<file path="src/rtl/ring_mem_pkg.sv">
//------------------------------------------------------------------------------
// Module : ring_mem_pkg
// Brief  : Shared flit geometry, ctrl codes and FSM encodings for the ring
//          memory upload/download path.
// Rev    : 1.0  initial release
//------------------------------------------------------------------------------
`default_nettype none

package ring_mem_pkg;

  localparam int FLIT_W    = 16;
  localparam int MAX_FLITS = 11;
  localparam int MSG_W     = FLIT_W * MAX_FLITS;
  localparam int CNT_W     = 4;

  localparam logic [1:0] CTRL_NONE = 2'b00;
  localparam logic [1:0] CTRL_HEAD = 2'b01;
  localparam logic [1:0] CTRL_BODY = 2'b10;
  localparam logic [1:0] CTRL_TAIL = 2'b11;

  typedef enum logic [1:0] {
    IDLE = 2'b00,
    BUSY = 2'b01
  } state_e;

  // Out-of-range flit counts (0, 12..15) are treated as a full message.
  function automatic logic [CNT_W-1:0] sat_flit_num(input logic [CNT_W-1:0] n);
    if ((n == '0) || (n > CNT_W'(MAX_FLITS)))
      return CNT_W'(MAX_FLITS);
    return n;
  endfunction

endpackage

`default_nettype wire

</file>
<file path="src/rtl/m_upload_if.sv">
//------------------------------------------------------------------------------
// Module : m_upload_if
// Brief  : Memory-message and ring-injection signals of the upload stage.
//          Message counter present only when M_UPLOAD_STAT_EN is defined.
// Rev    : 1.0  initial release
//------------------------------------------------------------------------------
`default_nettype none

interface m_upload_if;
  import ring_mem_pkg::*;

  logic                    v_m_upload_in;
  logic [MSG_W-1:0]        m_upload_flits_in;
  logic [CNT_W-1:0]        m_upload_flit_num;
  logic                    m_upload_ack;
  logic [FLIT_W-1:0]       OUT_flit_mem;
  logic                    v_OUT_flit_mem;
  logic [1:0]              OUT_flit_ctrl;
  logic                    OUT_flit_ack;
  logic [1:0]              m_upload_state;
`ifdef M_UPLOAD_STAT_EN
  logic [15:0]             m_upload_msg_cnt;
`endif

  // Environment side: memory controller and ring port.
  modport master (
    output v_m_upload_in, m_upload_flits_in, m_upload_flit_num, OUT_flit_ack,
`ifdef M_UPLOAD_STAT_EN
    input  m_upload_msg_cnt,
`endif
    input  m_upload_ack, OUT_flit_mem, v_OUT_flit_mem, OUT_flit_ctrl, m_upload_state
  );

  modport slave (
    input  v_m_upload_in, m_upload_flits_in, m_upload_flit_num, OUT_flit_ack,
`ifdef M_UPLOAD_STAT_EN
    output m_upload_msg_cnt,
`endif
    output m_upload_ack, OUT_flit_mem, v_OUT_flit_mem, OUT_flit_ctrl, m_upload_state
  );

endinterface

`default_nettype wire

</file>
<file path="src/rtl/m_upload_flit_sel.sv">
//------------------------------------------------------------------------------
// Module : m_upload_flit_sel
// Brief  : Combinational flit selector and head/body/tail code generator.
// Rev    : 1.0  initial release
//------------------------------------------------------------------------------
`default_nettype none

module m_upload_flit_sel
  import ring_mem_pkg::*;
(
  input  wire logic [MSG_W-1:0]  flits,
  input  wire logic [CNT_W-1:0]  cnt,
  input  wire logic [CNT_W-1:0]  num,
  output logic      [FLIT_W-1:0] flit,
  output logic      [1:0]        ctrl
);

  logic [FLIT_W-1:0] w_flit_arr [MAX_FLITS];

  for (genvar gi = 0; gi < MAX_FLITS; gi++) begin : g_unpack
    assign w_flit_arr[gi] = flits[gi*FLIT_W +: FLIT_W];
  end

  always_comb begin
    flit = '0;
    for (int i = 0; i < MAX_FLITS; i++) begin
      if (cnt == CNT_W'(i))
        flit = w_flit_arr[i];
    end
  end

  // Tail takes priority so a single-flit message is marked tail, not head.
  always_comb begin
    ctrl = CTRL_BODY;
    if (cnt == (num - CNT_W'(1)))
      ctrl = CTRL_TAIL;
    else if (cnt == '0)
      ctrl = CTRL_HEAD;
  end

endmodule

`default_nettype wire

</file>
<file path="src/rtl/m_upload.sv">
//------------------------------------------------------------------------------
// Module : m_upload
// Brief  : Captures a memory response message and serialises it onto the ring
//          injection port. Define M_UPLOAD_STAT_EN for the message counter.
// Rev    : 1.0  initial release
//------------------------------------------------------------------------------
`default_nettype none

module m_upload
  import ring_mem_pkg::*;
(
  input  wire logic    clk,
  input  wire logic    rst,
  m_upload_if.slave    bus
);

  state_e             r_state;
  state_e             w_state_nxt;
  logic [MSG_W-1:0]   r_flits;
  logic [CNT_W-1:0]   r_cnt;
  logic [CNT_W-1:0]   r_num;
  logic               w_capture;
  logic               w_advance;
  logic               w_finish;
  logic               w_busy;
  logic [FLIT_W-1:0]  w_sel_flit;
  logic [1:0]         w_sel_ctrl;

  m_upload_flit_sel u_flit_sel (
    .flits (r_flits),
    .cnt   (r_cnt),
    .num   (r_num),
    .flit  (w_sel_flit),
    .ctrl  (w_sel_ctrl)
  );

  always_ff @(posedge clk) begin
    if (rst)
      r_state <= IDLE;
    else
      r_state <= w_state_nxt;
  end

  // Any encoding other than BUSY behaves as IDLE.
  always_comb begin
    w_state_nxt = IDLE;
    w_capture   = 1'b0;
    w_advance   = 1'b0;
    w_finish    = 1'b0;
    case (r_state)
      BUSY: begin
        w_state_nxt = BUSY;
        if (bus.OUT_flit_ack) begin
          if (w_sel_ctrl == CTRL_TAIL) begin
            w_finish    = 1'b1;
            w_state_nxt = IDLE;
          end else begin
            w_advance = 1'b1;
          end
        end
      end
      default: begin
        if (bus.v_m_upload_in) begin
          w_capture   = 1'b1;
          w_state_nxt = BUSY;
        end
      end
    endcase
  end

  always_ff @(posedge clk) begin
    if (rst || w_finish) begin
      r_flits <= '0;
      r_cnt   <= '0;
      r_num   <= '0;
    end else if (w_capture) begin
      r_flits <= bus.m_upload_flits_in;
      r_num   <= sat_flit_num(bus.m_upload_flit_num);
      r_cnt   <= '0;
    end else if (w_advance) begin
      r_cnt   <= r_cnt + CNT_W'(1);
    end
  end

  assign w_busy             = (r_state == BUSY);
  assign bus.m_upload_ack   = w_capture;
  assign bus.v_OUT_flit_mem = w_busy;
  assign bus.OUT_flit_mem   = w_busy ? w_sel_flit : '0;
  assign bus.OUT_flit_ctrl  = w_busy ? w_sel_ctrl : CTRL_NONE;
  assign bus.m_upload_state = r_state;

`ifdef M_UPLOAD_STAT_EN
  logic [15:0] r_msg_cnt;

  always_ff @(posedge clk) begin
    if (rst)
      r_msg_cnt <= '0;
    else if (w_finish)
      r_msg_cnt <= r_msg_cnt + 16'd1;
  end

  assign bus.m_upload_msg_cnt = r_msg_cnt;
`endif

endmodule

`default_nettype wire
</file>
<file path="src/flat_wrapper.sv">
// flat-port wrapper written by rule: the top's interface ports become plain ports
module m_upload_flat import ring_mem_pkg::*;
  (clk, rst, bus_v_m_upload_in, bus_m_upload_flits_in, bus_m_upload_flit_num, bus_OUT_flit_ack, bus_m_upload_ack, bus_OUT_flit_mem, bus_v_OUT_flit_mem, bus_OUT_flit_ctrl, bus_m_upload_state);
  m_upload_if bus_i ();
  input  wire logic clk;
  input  wire logic rst;
  input wire logic [$bits(bus_i.v_m_upload_in)-1:0] bus_v_m_upload_in;
  input wire logic [$bits(bus_i.m_upload_flits_in)-1:0] bus_m_upload_flits_in;
  input wire logic [$bits(bus_i.m_upload_flit_num)-1:0] bus_m_upload_flit_num;
  input wire logic [$bits(bus_i.OUT_flit_ack)-1:0] bus_OUT_flit_ack;
  output wire logic [$bits(bus_i.m_upload_ack)-1:0] bus_m_upload_ack;
  output wire logic [$bits(bus_i.OUT_flit_mem)-1:0] bus_OUT_flit_mem;
  output wire logic [$bits(bus_i.v_OUT_flit_mem)-1:0] bus_v_OUT_flit_mem;
  output wire logic [$bits(bus_i.OUT_flit_ctrl)-1:0] bus_OUT_flit_ctrl;
  output wire logic [$bits(bus_i.m_upload_state)-1:0] bus_m_upload_state;
  assign bus_i.v_m_upload_in = bus_v_m_upload_in;
  assign bus_i.m_upload_flits_in = bus_m_upload_flits_in;
  assign bus_i.m_upload_flit_num = bus_m_upload_flit_num;
  assign bus_i.OUT_flit_ack = bus_OUT_flit_ack;
  assign bus_m_upload_ack = bus_i.m_upload_ack;
  assign bus_OUT_flit_mem = bus_i.OUT_flit_mem;
  assign bus_v_OUT_flit_mem = bus_i.v_OUT_flit_mem;
  assign bus_OUT_flit_ctrl = bus_i.OUT_flit_ctrl;
  assign bus_m_upload_state = bus_i.m_upload_state;
  m_upload u_core (.clk(clk), .rst(rst), .bus(bus_i));
endmodule
</file>
<file path="config.mk">
export PLATFORM = sky130hd
export DESIGN_NAME = m_upload_flat
export DESIGN_NICKNAME = d
export VERILOG_FILES = /design/src/rtl/ring_mem_pkg.sv /design/src/rtl/m_upload_if.sv /design/src/rtl/m_upload_flit_sel.sv /design/src/rtl/m_upload.sv /design/src/flat_wrapper.sv
export SDC_FILE = /design/constraint.sdc
export NUM_CORES = 1
export LEC_CHECK = 0
export ABC_AREA = 1
export CAP_MARGIN = 15
export CORE_MARGIN = 2
export CORE_UTILIZATION = 35
export CTS_CLUSTER_SIZE = 20
export DETAILED_ROUTE_END_ITERATION = 10
export PLACE_DENSITY = 0.56
export SETUP_SLACK_MARGIN = 0.02
export SKIP_LAST_GASP = 1
export SYNTH_ARGS = -nofsm -noshare
export SYNTH_HDL_FRONTEND = slang
export SYNTH_SLANG_ARGS = --single-unit
</file>
<file path="constraint.sdc">
create_clock -name clk -period 4.3 [get_ports clk]
set_input_delay 0.43 -clock clk [delete_from_list [all_inputs] [get_ports clk]]
set_output_delay 0.43 -clock clk [all_outputs]
set_load 0.05 [all_outputs]
</file>
Word-level counts from Yosys, hierarchy flattened
Index checks and enable logic that the tools add are counted.
Storage, ports and cells
  register bits after elaboration: 186
  input bits: 184
  output and inout port bits: 22
Cells by class
  add/sub/neg operators: 2
  order comparisons: 1
  eq/ne operators: 13
  multiplexer cells: 32
  reductions and logical operators: 5
Operators with widths (number)
  16-bit two-way mux: 12
  4-bit by 3-bit == test with 1-bit output (second input constant): 4
  1-bit two-way mux: 13
  4-bit == test (second input constant): 3
  2-bit two-way mux: 5
  4-bit by 2-bit == test with 1-bit output (second input constant): 2
  4-bit logical NOT: 2
  4-bit two-way mux: 2
  4-bit by 1-bit adder with 4-bit output (second input constant): 1
  4-bit by 1-bit == test with 1-bit output (second input constant): 1
  4-bit == test: 1
  4-bit > comparator (second input constant): 1
  4-bit by 1-bit subtractor with 4-bit output (second input constant): 1
  2-bit by 1-bit == test with 1-bit output (second input constant): 1
  2-bit == test (second input constant): 1
  1-bit logical OR: 2
  2-bit OR reduction: 1

Logic depth before layout (Yosys ltp)
Gate-level depths: netlist of the first run.
  depth in word-level cells: 13
  mapped depth: 15
  gate-level depth less buffers: 13

By module
A second synthesis of the first run with hierarchy kept.
Second synthesis, totals
  cell total of the unflattened synthesis: 1569
  area total of the unflattened synthesis: 9400.3 um2
Modules (own cells, without submodules)
  m_upload: instances 1, cells an instance 1219, area each 7719.9 um2, seq. area each 3703.6 um2
  m_upload_flit_sel: instances 1, cells an instance 350, area each 1680.4 um2, seq. area each 0.0 um2

Least setup slack after synthesis of the first run
Ideal clock, no wire load.
  path type: reg-to-output
  from: reg u_core.r_cnt[1]
  to: out bus_OUT_flit_mem[11]
  arrival: 2495 ps
  data required time: 3870 ps
  path slack: 1375 ps
  cell stages (with the launch flop): 16
  cells stage by stage: dfxtp_1 -> inv_1 -> ha_1 -> buf_2 -> clkinv_1 -> clkbuf_1 -> nand4_1 -> nand3_1 -> nand2_1 -> nand2_1 -> nand2_1 -> nand3_1 -> nand3_1 -> nand2_1 -> nand2_1 -> a21oi_1
Between the ends
  longest elaborated chain between the ends: 13
RTL lines
  start, declared: RTL line m_upload.sv:20  | logic [CNT_W-1:0] r_cnt;
  start signal, assigned: RTL line m_upload.sv:81  | r_cnt <= r_cnt + CNT_W'(1);
  4-bit logical NOT: RTL line m_upload_flit_sel.sv:27  | if (cnt == CNT_W'(i))
  16-bit two-way mux (10 in a row): RTL line m_upload_flit_sel.sv:27
  16-bit two-way mux (*): RTL line m_upload_flit_sel.sv:27
  16-bit two-way mux (*): RTL line m_upload.sv:88  | assign bus.OUT_flit_mem = w_busy ? w_sel_flit : '0;
  end, declared: RTL line flat_wrapper.sv:12  | output wire logic [$bits(bus_i.OUT_flit_mem)-1:0] bus_OUT_flit_mem;
Every way passes the cells marked *; elsewhere a longest branch is shown, timed or not.

Worst setup path after layout of the first run
  from: reg u_core.r_cnt[2]
  to: out bus_OUT_flit_mem[15]
Same word-level chain as after synthesis.

==> results_dict.tcl, run 1 <==
set metrics [dict create \
    crit_path_end_kind "output pin" \
    grt.overflow.total 0 \
    grt_pass1_wl_um 44300 \
    post_drt_wl_per_cell_um 15.5 \
    fin_skew_ns 0.0108 \
    finalSetupViolCount 0 \
    cap_violations 0 \
    place.port_buffers 204 \
    cp-start-kind "flip-flop" \
    status "complete, no violations" \
    cts_root_buf "clkbuf_16" \
    power_frac_comb 0.144 \
    async_reset_ff_frac 0 \
    critical_path_buf_inv_count 3 \
    yosysWarnings 0 \
    synth_top_cell_area_share 0.419 \
    slowest_stage "buf_4" \
    crit_family "simple AND/OR/NAND/NOR gates" \
    vias 8908 \
    core-area_um2 25000 \
    worst_slew_pin_slew_ns 0.843 \
    remaining_drc_errors 0 \
    ys_ff_latch 185 \
    crit_arrival_ns 3.19 \
    clockBufferDepth 2 \
    grt_max_degree 134 \
    die_w_um 163 \
    post_cts_resized 0 \
    synth_common_cells "524 x nand2_1, 198 x a21oi_1, 185 x dfxtp_1, 94 x inv_1, 88 x nand3_1" \
    routabilityCongestion 0.856 \
    cts_max_level 4 \
    synthFlopType "dfxtp_1" \
    grt_pass1_vias 8460 \
    power_density_nw_per_um2 345 \
    synthCells 1368 \
    grt_usage 0.214 \
    finalPower_w 0.00409 \
    cp.required_ns 3.87 \
    timing.final.crit_share 0.841 \
    clockPowerShare 0.397 \
    layout_min_cycle_time_ns 3.62 \
    tns_ns 0 \
    die_h_um 163 \
    final_hold_viol_count 0 \
    num_rows 58 \
    setup.worst_path.class "flip-flop to output pin" \
    final_util 0.474 \
    p_int_w 0.00293 \
    syn_area_per_cell_um2 6.46 \
    ir_worst_vdd_mv 0.199 \
    die_area_um2 26500 \
    hp-class "flip-flop to flip-flop" \
    n_antenna_cell 0 \
    drv_slew 0 \
    timing.hold.ws_ns 0.457 \
    netlist_area_um2 8830 \
    fmax_mhz 277 \
    drtAntennaViolNets 0 \
    seqPwrFrac 0.458 \
    max_stage_delay_ns 0.51 \
    yosys.area.top_type "dfxtp_1" \
    synth-edff-count 0 \
    drt-initial-drc-count 685 \
    via_per_inst 4.82 \
    cp_max_fo 67 \
    initial_core_util 0.354 \
    post_cts_buffers 0 \
    syn_nets 1557 \
    netlist-cell-type-count 30 \
    cts_tree "built" \
    firstDrtPassIters 5 \
    numCtsBuffers 17 \
    holdBufCountCts 0 \
    ioPinCount 206 \
    synth.most_common_cell "nand2_1" \
    cts.sinks 185 \
    nets 1695 \
    synth_area_leaders "dfxtp_1 42%, nand2_1 22%, a21oi_1 11%" \
    antenna_found_initial 0 \
    ys_seq_area_frac 0.419 \
    wl_um 28600 \
    drive_above_1_share 0.0573 \
    grt_setup_unrepaired "no" \
    cpMostUsedCell "nand2_1" \
    worstPathCellList "nor2_4 -> buf_4 -> nand2_1 -> nand2_1 -> inv_1 -> nand2_1 -> nand2_1 -> nand2_1 -> nand3_1 -> nand3_1 -> nand2_1 -> nand2_1 -> a21oi_1 -> buf_12" \
    slew_headroom 0.437 \
    insertion_delay_ns 0.44 \
    r2r_slack_ns 1.83 \
    dpl.hpwl_um 20200 \
    syn_to_final_growth_pct 34.0 \
    swShare 0.283 \
    leakage_nw 4.79 \
    p_sw_w 0.00116 \
    path_clk_slew_ns 0.07 \
]
[cell type report]
type / count / area [um2]
well taps: 330 / 413
flip-flops and latches: 185 / 3700
inverters: 96 / 363
multi-input cells: 985 / 4390
clock buffers: 17 / 425
fillers: 2568 / 13100
repair buffers: 221 / 2370
clock inverters: 15 / 181
[power groups by stage]
stage | combinational [W] | clock [W] | sequential [W]
finish | 0.000590 | 0.00162 | 0.00187
global route | 0.000648 | 0.00173 | 0.00189
CTS | 0.000596 | 0.00166 | 0.00187
detailed placement | 0.000593 | 0 | 0.00191
global placement | 0.000587 | 0 | 0.00191
floorplan | 0.000298 | 0 | 0.00189
[through the flow]
step	instances	setup WS (ns)	instance area [um2]
after floorplan	1368	1.38	8830
after global placement	1817	1.22	11200
after detailed placement	1817	1.17	11200
after CTS	1849	0.695	11800
after global routing	1849	0.397	11800
final	1849	0.683	11800
[cell families after synthesis]
family,synth area share
compound gates,0.137
other cells,0.000424
simple gates,0.344
flops,0.419
fa+ha+maj,0.00708
xor+xnor,0.00496
buf+inv,0.0877
[cells in the final DEF, fill, tap and decap left out, drive strengths merged]
cell type,count
dfxtp,185
nand3,88
a31oi,1
clkbuf,17
ha,5
nor4,1
o21bai,1
clkinv,7
a211oi,2
nor2,67
nand3b,16
a221oi,2
nand2,524
a21oi,198
nor3,5
bufinv,1
clkdlybuf4s50,188
buf,33
inv,103
conb,1
nor3b,2
o21ai,34
or2,17
xor2,2
nand4,16
xnor2,3
[flip-flops by register name, indices dropped and copies added (netlist names)]
name and cells:
u_core.r_flits 176, u_core.r_cnt 4, u_core.r_num 4, u_core.bus.m_upload_state 1
[layer usage]
metal	vias up	routed length, um	GRT usage
met1	4031	14100	0.302
met4	0	552	0.0660
li1	4610	-	-
met3	30	1270	0.0306
met2	237	12700	0.338
met5	-	0	0
[worst paths after layout]
check	to	from	depth (start not counted)
setup / recovery	bus_OUT_flit_mem[15]	u_core.r_cnt[2]	14
hold / removal	u_core.r_flits[47]	u_core.r_flits[47]	2
setup reg to reg	u_core.r_flits[140]	u_core.bus.m_upload_state[0]	5
hold reg to reg	u_core.r_flits[47]	u_core.r_flits[47]	2
[worst reg2reg max path, stage by stage, from the launching register on]
cell     delay, ns
dfxtp_1       0.87
nor2_4        0.15
inv_4         0.59
buf_4         0.49
nand2_1       0.10
a21oi_1       0.18
No activity file was read; power rests on OpenSTA's default activity.
==> run 2, diff against run 1 <==
==> constraint.sdc (replaced) <==
create_clock -name clk -period 3.6 [get_ports clk]
set_input_delay 0.36 -clock clk [delete_from_list [all_inputs] [get_ports clk]]
set_output_delay 0.36 -clock clk [all_outputs]
set_load 0.05 [all_outputs]
==> results_dict.tcl, run 2 (same netlist as run 1, synthesis figures left out) <==
set metrics [dict create \
    grt.overflow.total 0 \
    final_hold_viol_count 0 \
    timing.final.crit_share 0.924 \
    hp-class "flip-flop to flip-flop" \
    rr_worst_depth 8 \
    r2r_end "u_core.r_flits[35]" \
    fmax_mhz 301 \
    regToRegStartpoint "u_core.r_num[0]" \
    cp.required_ns 3.24 \
    layout_min_cycle_time_ns 3.33 \
    fin_ws_ns 0.274 \
    crit_arrival_ns 2.97 \
    ioPinCount 206 \
    status "complete, no violations" \
    leakage_nw 4.81 \
    firstDrtPassIters 5 \
    cp-start-kind "flip-flop" \
    initial_core_util 0.354 \
    grt_pass1_wl_um 46900 \
    clockBufferDepth 2 \
    path_clk_slew_ns 0.07 \
    drive_above_1_share 0.0629 \
    syn_to_final_growth_pct 34.5 \
    regMostFlops "u_core.r_flits" \
    ir_worst_vdd_mv 0.222 \
    nets 1703 \
    timing.hold.ws_ns 0.461 \
    cp_max_fo 13 \
    finalPower_w 0.00484 \
    drtAntennaViolNets 0 \
    worst_slew_pin_slew_ns 0.686 \
    power_density_nw_per_um2 407 \
    fill_cells 2648 \
    wl_um 30100 \
    dpl.hpwl_um 21700 \
    place.port_buffers 204 \
    grt_max_degree 132 \
    drt-initial-drc-count 717 \
    cts_tree "built" \
    holdCritStartpoint "u_core.r_flits[167]" \
    fin_skew_ns 0.0116 \
    post_drt_wl_per_cell_um 16.2 \
    crit_family "simple AND/OR/NAND/NOR gates" \
    setup.worst_path.class "flip-flop to output pin" \
    multi_input_area_um2 4390 \
    die_area_um2 26500 \
    grt_setup_unrepaired "no" \
    numCtsBuffers 17 \
    regArea_um2 3700 \
    tns_ns 0 \
    holdPathStages 2 \
    worstPathCellList "inv_1 -> ha_1 -> clkinv_1 -> buf_4 -> nand4_1 -> nand3_1 -> nand2_1 -> nand2_1 -> nand2_1 -> nand3_1 -> nand3_1 -> nand2_1 -> nand2_1 -> a21oi_1 -> buf_12" \
    preCtsSetupSlack_ns 0.612 \
    die_h_um 163 \
    crit_path_end_kind "output pin" \
    cpMostUsedCell "nand2_1" \
    slew_headroom 0.542 \
    worst_hold_path.endpoint "u_core.r_flits[167]" \
    via_per_inst 4.87 \
    vias 9053 \
    num_rows 58 \
    r2r_slack_ns 1.28 \
    final_common_cell "nand2_1" \
    critical_path_buf_inv_count 4 \
    routabilityCongestion 0.840 \
    grt_usage 0.226 \
    remaining_drc_errors 0 \
    drv_slew 0 \
    die_w_um 163 \
    antenna_found_initial 1 \
    cts_max_level 4 \
    grt_pass1_vias 8663 \
    core-area_um2 25000 \
    insertion_delay_ns 0.44 \
    cts_root_buf "clkbuf_16" \
    max_stage_delay_ns 0.44 \
    finalSetupViolCount 0 \
    reg_top3 "u_core.r_flits: 176 flops, u_core.r_cnt: 4 flops, u_core.r_num: 4 flops" \
    cap_violations 0 \
    slowest_stage "dfxtp_1" \
    mostFrequentLayoutCells "523 x nand2_1, 198 x a21oi_1, 188 x clkdlybuf4s50_1" \
    cts.sinks 185 \
    largest_reg_flops 176 \
]
-- run 2: changes by cell type in the layout (fill, tap and decap cells not counted), sizes merged --
cell | previous run | this run
buf | 33 | 40
diode | 0 | 1
clkinv | 7 | 3
nor2 | 67 | 68
clkbuf | 17 | 19
clkinvlp | 0 | 2
-- run 2: stage by stage --
stage,instances,utilization,area (um2)
finish,1858,0.476,11900
global route,1858,0.476,11900
CTS,1854,0.475,11900
detailed placement,1822,0.451,11300
global placement,1822,0.451,11300
floorplan,1368,-,8830
-- run 2: worst max-delay path by stage --
stage / start / to / cells after the start
2_1_floorplan: u_core.r_cnt[1] / bus_OUT_flit_mem[11] / 15
5_1_grt: u_core.r_cnt[1] / bus_OUT_flit_mem[8] / 15
4_1_cts: u_core.r_cnt[2] / bus_OUT_flit_mem[8] / 12
3_3_place_gp: u_core.r_cnt[2] / bus_OUT_flit_mem[8] / 12
6_report: u_core.r_cnt[1] / bus_OUT_flit_mem[8] / 15
3_5_place_dp: u_core.r_cnt[2] / bus_OUT_flit_mem[8] / 12
-- run 2: metal layers --
layer,share of wire,GRT usage,up-vias
met5,0,0,-
li1,-,-,4625
met3,0.057,0.0433,28
met2,0.43,0.342,251
met4,0.016,0.0595,0
met1,0.49,0.328,4149
-- run 2: layout make-up --
| cell class | count | area share |
|---|---|---|
| diodes | 1 | 0.000211 |
| clock buffers | 19 | 0.0381 |
| flip-flops and latches | 185 | 0.312 |
| repair buffers | 228 | 0.204 |
| multi-input cells | 986 | 0.370 |
| inverters | 96 | 0.0305 |
| well taps | 330 | 0.0348 |
| clock inverters | 13 | 0.0110 |
-- run 2: what timing repair did --
item / CTS / global route
setup endpoints to repair: 0 / 7
hold buffers: 0 / 0
buffers inserted: 0 / 2
resized for setup: 0 / 1
-- run 2: worst min-delay path, cell delays in order (launching register included) --
cell and delay [ns]:
dfxtp_1 0.31, nand2_1 0.06, a21oi_1 0.05
-- run 2: power breakdown --
group | switching, W | total (W) | internal [W] | leakage, nW
Clock | 0.000882 | 0.00189 | 0.00101 | 0.285
Sequential | 0.0000781 | 0.00224 | 0.00216 | 1.52
Combinational | 0.000365 | 0.000701 | 0.000336 | 3.00
Total | 0.00132 | 0.00484 | 0.00351 | 4.81
